File: config.mk
export PLATFORM = sky130hd
export DESIGN_NAME = prbs31_seq_ctrl
export DESIGN_NICKNAME = d
export VERILOG_FILES = /design/src/rtl/prbs31_seq_ctrl.sv
export SDC_FILE = /design/constraint.sdc
export NUM_CORES = 1
export LEC_CHECK = 0
export ABC_AREA = 1
export CORE_MARGIN = 2
export CORE_UTILIZATION = 60
export DETAILED_ROUTE_END_ITERATION = 6
export DONT_BUFFER_PORTS = 1
export MAX_ROUTING_LAYER = met4
export PLACE_DENSITY = 0.81
export SLEW_MARGIN = 20
export SYNTH_ARGS = -nofsm -noshare
export SYNTH_HDL_FRONTEND = slang
export SYNTH_SLANG_ARGS = --single-unit
File: constraint.sdc
create_clock -name i_clk -period 4.1 [get_ports i_clk]
set_input_delay 0.82 -clock i_clk [delete_from_list [all_inputs] [get_ports i_clk]]
set_output_delay 0.82 -clock i_clk [all_outputs]
set_load 0.05 [all_outputs]
File: src/rtl/prbs31_seq_ctrl.sv
// Sequencing controller for the PRBS31 generator/checker: seeds, paces, bursts, drains, counts errors.
// Optional first-error index capture is built only when PRBS31_CTRL_FIRST_ERR_EN is defined.
module prbs31_seq_ctrl #(
  parameter int LEN_W   = 16,
  parameter int ERR_W   = 8,
  parameter int CHK_LAT = 4
) (
  input  logic             i_clk,
  input  logic             i_rst_n,
  input  logic             i_start,
  input  logic             i_abort,
  input  logic [30:0]      i_seed,
  input  logic [LEN_W-1:0] i_burst_len,
  input  logic [3:0]       i_div,
  input  logic             i_chk_valid,
  input  logic             i_chk_err,
  output logic             o_gen_load,
  output logic [30:0]      o_gen_seed,
  output logic             o_gen_en,
  output logic             o_busy,
  output logic             o_done,
  output logic [LEN_W-1:0] o_bit_cnt,
  output logic [ERR_W-1:0] o_err_cnt,
  output logic [LEN_W-1:0] o_first_err_idx
);

  localparam int DRN_W = (CHK_LAT > 1) ? $clog2(CHK_LAT) : 1;
  localparam logic [DRN_W-1:0] DRN_LAST = DRN_W'(CHK_LAT - 1);

  typedef enum logic [2:0] {
    S_IDLE,
    S_LOAD,
    S_RUN,
    S_DRAIN,
    S_DONE
  } state_t;

  state_t           r_state;
  logic [LEN_W-1:0] r_len;
  logic [3:0]       r_div;
  logic [3:0]       r_div_cnt;
  logic [DRN_W-1:0] r_drain_cnt;
  logic             r_gen_load;
  logic [30:0]      r_gen_seed;
  logic             r_gen_en;
  logic             r_busy;
  logic             r_done;
  logic [LEN_W-1:0] r_bit_cnt;
  logic [ERR_W-1:0] r_err_cnt;

  logic             w_start_acc;
  logic             w_err_hit;
  logic [LEN_W-1:0] w_bit_inc;
  logic             w_last_bit;
  logic [3:0]       w_div_nxt;

  assign w_start_acc = i_start && ((r_state == S_IDLE) || (r_state == S_DONE));
  assign w_err_hit   = i_chk_valid && i_chk_err &&
                       ((r_state == S_LOAD) || (r_state == S_RUN) || (r_state == S_DRAIN));
  assign w_bit_inc   = r_bit_cnt + LEN_W'(1);
  assign w_last_bit  = r_gen_en && (r_len != '0) && (w_bit_inc == r_len);
  assign w_div_nxt   = (r_div_cnt == 4'd0) ? r_div : (r_div_cnt - 4'd1);

  // gen_en is registered, so each edge decides whether the coming cycle issues a bit
  always_ff @(posedge i_clk) begin
    if (!i_rst_n) begin
      r_state     <= S_IDLE;
      r_len       <= '0;
      r_div       <= '0;
      r_div_cnt   <= '0;
      r_drain_cnt <= '0;
      r_gen_load  <= 1'b0;
      r_gen_seed  <= '0;
      r_gen_en    <= 1'b0;
      r_busy      <= 1'b0;
      r_done      <= 1'b0;
      r_bit_cnt   <= '0;
    end else begin
      case (r_state)
        S_IDLE, S_DONE: begin
          if (i_start) begin
            r_state    <= S_LOAD;
            r_len      <= i_burst_len;
            r_div      <= i_div;
            r_gen_seed <= (i_seed == 31'd0) ? 31'd1 : i_seed;
            r_bit_cnt  <= '0;
            r_gen_load <= 1'b1;
            r_busy     <= 1'b1;
            r_done     <= 1'b0;
          end
        end
        S_LOAD: begin
          r_gen_load  <= 1'b0;
          r_div_cnt   <= '0;
          r_drain_cnt <= '0;
          if (i_abort) begin
            r_state <= S_DRAIN;
          end else begin
            r_state  <= S_RUN;
            r_gen_en <= 1'b1;
          end
        end
        S_RUN: begin
          if (r_gen_en) begin
            r_bit_cnt <= w_bit_inc;
          end
          if (i_abort || w_last_bit) begin
            r_state     <= S_DRAIN;
            r_gen_en    <= 1'b0;
            r_drain_cnt <= '0;
          end else begin
            r_div_cnt <= w_div_nxt;
            r_gen_en  <= (w_div_nxt == 4'd0);
          end
        end
        S_DRAIN: begin
          if (r_drain_cnt == DRN_LAST) begin
            r_state <= S_DONE;
            r_busy  <= 1'b0;
            r_done  <= 1'b1;
          end else begin
            r_drain_cnt <= r_drain_cnt + DRN_W'(1);
          end
        end
        default: r_state <= S_IDLE;
      endcase
    end
  end

  always_ff @(posedge i_clk) begin
    if (!i_rst_n) begin
      r_err_cnt <= '0;
    end else if (w_start_acc) begin
      r_err_cnt <= '0;
    end else if (w_err_hit && (r_err_cnt != '1)) begin
      r_err_cnt <= r_err_cnt + ERR_W'(1);
    end
  end

`ifdef PRBS31_CTRL_FIRST_ERR_EN
  logic [LEN_W-1:0] r_first_err_idx;

  // err_cnt only grows within a run, so zero means no error has been counted yet
  always_ff @(posedge i_clk) begin
    if (!i_rst_n) begin
      r_first_err_idx <= '0;
    end else if (w_start_acc) begin
      r_first_err_idx <= '0;
    end else if (w_err_hit && (r_err_cnt == '0)) begin
      r_first_err_idx <= r_bit_cnt;
    end
  end

  assign o_first_err_idx = r_first_err_idx;
`else
  assign o_first_err_idx = '0;
`endif

  assign o_gen_load = r_gen_load;
  assign o_gen_seed = r_gen_seed;
  assign o_gen_en   = r_gen_en;
  assign o_busy     = r_busy;
  assign o_done     = r_done;
  assign o_bit_cnt  = r_bit_cnt;
  assign o_err_cnt  = r_err_cnt;

endmodule

==> results.txt <==
CP max stage delay: 0.73 ns
Synth Area in XOR/XNOR: 0.00202
DRT Wirelength: 10.5 mm
Post-synthesis sequential area ratio: 0.406
Drt drc: 0
HPWL after DPL: 7.71 mm
CP top delay family: simple AND/OR/NAND/NOR gates
Adder-Cell Fraction of Synth Area: 0.0115
Sw Ratio: 0.434
Initial DRC count: 196
Kind of critical path: reg -> reg
Clock root buffer master: clkbuf_8
Max_slew headroom: 0.479
Synth Area in Compound Gates: 0.105
Setup TNS: 0 ns
IO buf count: 0
PD cells: 597 nW/um2
Crit path max fanout: 16
#FFs+latches synth: 88
Met1 WL: 4.33 mm
WL met3: 953 um
Share of layout cells above drive strength 1: 0.0549
Combinational cell fraction of total power: 0.278
Sw Pwr: 1.18 mW
Crit-path most repeated cell: nand3_1
Top Layer Used: met4
Syn avg cell area: 6.64 um2
Vias: 4064
CP Capture Type: flip-flop
Clk pin slew, worst setup/hold paths: 0.09 ns
Worst min path class: reg -> reg
Final count of negative-setup-slack endpoints: 0
Clock share of power: 0.227
Util after Layout: 0.640
Largest family of logic cells by synthesized area: simple AND/OR/NAND/NOR gates
Max Cap Viol: 0
First-pass GRT wire length: 16.9 mm
ANT cells: 0
RD Place Congestion: 0.907
FP Rows: 31
CTS tree: yes
Final cycle utilization of the critical path: 0.673
FILL cells: 687
WL/cell: 13.9 um
Clock Skew: 0.0126 ns
Yosys warnings: 0
Sequential Power Share: 0.495
Area of the multi-input gates: 2120 um2
Worst-path cell chain: ha_1, nand2_1, nor2_4, nand3_1, nand3_1, nand3_1, nor2_1, nand2_1, nor2_2, nand3_2, nand3_2, nand3_1, nand2_1, nor2_1
H-tree levels: 3
Initial Utilization: 0.608
I/O pin total: 132
TritonRoute pass-1 iters: 5
Die H: 89.1 um
Total Power: 2.73 mW
Final hold violations: 0
WP buf/inv: 0
Max VDD drop: 0.366 mV
WP data required: 4.34 ns
Synthesized cell area: 4340 um2
Clock Latency Late Sink: 0.35 ns
Ys flop type: dfxtp_1
Post-cts sizing count: 0
Multiplexer area fraction after synthesis: 0
Register area: 1760 um2
Via density: 5.38
Grt total ovfl: 0
Post-Synth Simple-Gate Area: 0.356
Clock buffer count from CTS: 9
Cells after synthesis: 654
Critical path arrival: 3.00 ns
Min Clock Period, post-route: 2.76 ns
Die area: 7930 um2
Core ar.: 7140 um2
Post-synthesis async set-or-reset flop share: 0
Net count, final: 712
Layout area overhead: 5.19%
CTS Sinks: 88
Placed Area: 4360 um2
Status: completed
Unique masters post-synth: 35
Antenna violations before repair: 0
Largest net degree at the start of global routing: 37
Slew Viols, Final: 0
EDFF count, synth: 0
CP max-delay cell: dfxtp_1
Internal Pwr Total: 1.54 mW
GRT Total Usage: 0.280
Length of routed met2 wiring: 4.96 mm
Finished Cell Area: 4570 um2
Detail Route Antenna Nets: 0
Leak Pwr: 1.98 nW
Worst-margin pin slew: 0.781 ns
Setup bufs post-CTS: 0
Fmax: 0.363 GHz
Die Width: 89.1 um
RSZ-0062 raised after global routing: no
Critical Path Start Type: flip-flop
Vias in the first global route: 3979
Hold Buf Count CTS: 0
Clock Path Buffers: 2
## stage by stage
stage / hold WS, ns / cells / setup slack, ns
5_1_grt: 0.519 / 755 / 1.11
6_report: 0.486 / 755 / 1.34
4_1_cts: 0.489 / 755 / 1.39
3_3_place_gp: 0.471 / 739 / 1.53
2_1_floorplan: 0.426 / 669 / 1.71
3_5_place_dp: 0.473 / 739 / 1.41
## worst paths after layout
path                                                     to                      start  depth (start not counted)  slack (ns)
worst min register to register        r_div[0]$_SDFFE_PN0P_      r_div[0]$_SDFFE_PN0P_                          2        0.49
worst max-delay path            r_drain_cnt[1]$_SDFFE_PN0P_  o_bit_cnt[0]$_SDFFE_PN0P_                         14        1.34
worst max register to register  r_drain_cnt[1]$_SDFFE_PN0P_  o_bit_cnt[0]$_SDFFE_PN0P_                         14        1.34
worst min-delay path                  r_div[0]$_SDFFE_PN0P_      r_div[0]$_SDFFE_PN0P_                          2        0.49
## routing by layer
metal,vias to the layer above,track usage
li1,2046,-
met1,1820,0.316
met2,173,0.472
met3,25,0.0683
met4,0,0.118
met5,-,-
## cell usage in the layout (no fill, tap or decap), drive strengths merged, types with 4 or more instances in the layout
cell type	instances
dfxtp	88
a21oi	33
nand3	72
o21ai	38
nand2	198
nand4	10
buf	5
ha	4
inv	85
clkbuf	10
conb	16
nor3	7
clkinv	4
nor2	63
nor4	5
## registers in the layout (all words and copies together), names as in the netlist
signal,count
o_done,1
o_gen_seed,31
o_bit_cnt,16
r_div_cnt,4
r_len,16
o_busy,1
r_div,4
o_gen_load,1
r_drain_cnt,2
r_state,3
o_gen_en,1
o_err_cnt,8
## synthesized netlist by cell type, types with 2 or more instances
master	n	area, um2
a21oi_1	33	165
nor2_4	3	33.8
o21ai_0	38	190
dfxtp_1	88	1760
nor2_2	2	12.5
nand3_2	2	20.0
nand2_2	2	12.5
nor2_1	58	218
nand2_1	195	732
inv_1	82	308
or2_2	2	12.5
nor3_1	7	35.0
buf_2	2	10.0
o221ai_1	2	17.5
nand4_1	10	62.6
a211oi_1	2	15.0
clkbuf_1	14	52.6
nor4_1	5	31.3
o21a_1	2	15.0
buf_4	17	128
a22o_1	2	17.5
ha_1	4	50.1
nand3_1	70	350
## power by group through the flow
stage                     logic (mW)  clock network (mW)  registers [mW]
after CTS                      0.752               0.629            1.35
after detailed placement       0.753                   0            1.37
after global placement         0.723                   0            1.36
final                          0.757               0.619            1.35
after global routing           0.875               0.659            1.37
after floorplan                0.622                   0            1.34
## cells by family (layout without fill, tap and decap cells)
| logic type | Yosys count | in the layout |
|---|---|---|
| adder cells (fa/ha/maj) | 4 | 4 |
| XOR/XNOR | 1 | 1 |
| buffers and inverters | 118 | 105 |
| AND/OR/NAND/NOR | 359 | 359 |
| AO/OA/AOI/OAI | 83 | 83 |
| flip-flops | 88 | 88 |
| other | 1 | 16 |
## final cells by class
| cell class | count | share of cell area |
|---|---|---|
| Multi-Input combinational cell | 463 | 0.465 |
| Inverter | 84 | 0.0690 |
| Clock buffer | 10 | 0.0279 |
| Tap cell | 99 | 0.0271 |
| Clock inverter | 6 | 0.0167 |
| Sequential cell | 88 | 0.386 |
| Timing Repair Buffer | 5 | 0.00822 |
## worst register-to-register path, cell delays in order, from the launching register on
cell     delay [ns]
dfxtp_1        0.73
ha_1           0.31
nand2_1        0.15
nor2_4         0.23
nand3_1        0.14
nand3_1        0.13
nand3_1        0.08
nor2_1         0.12
nand2_1        0.08
nor2_2         0.11
nand3_2        0.09
nand3_2        0.24
nand3_1        0.12
nand2_1        0.08
nor2_1         0.04
(Power assumes the default switching activity.)
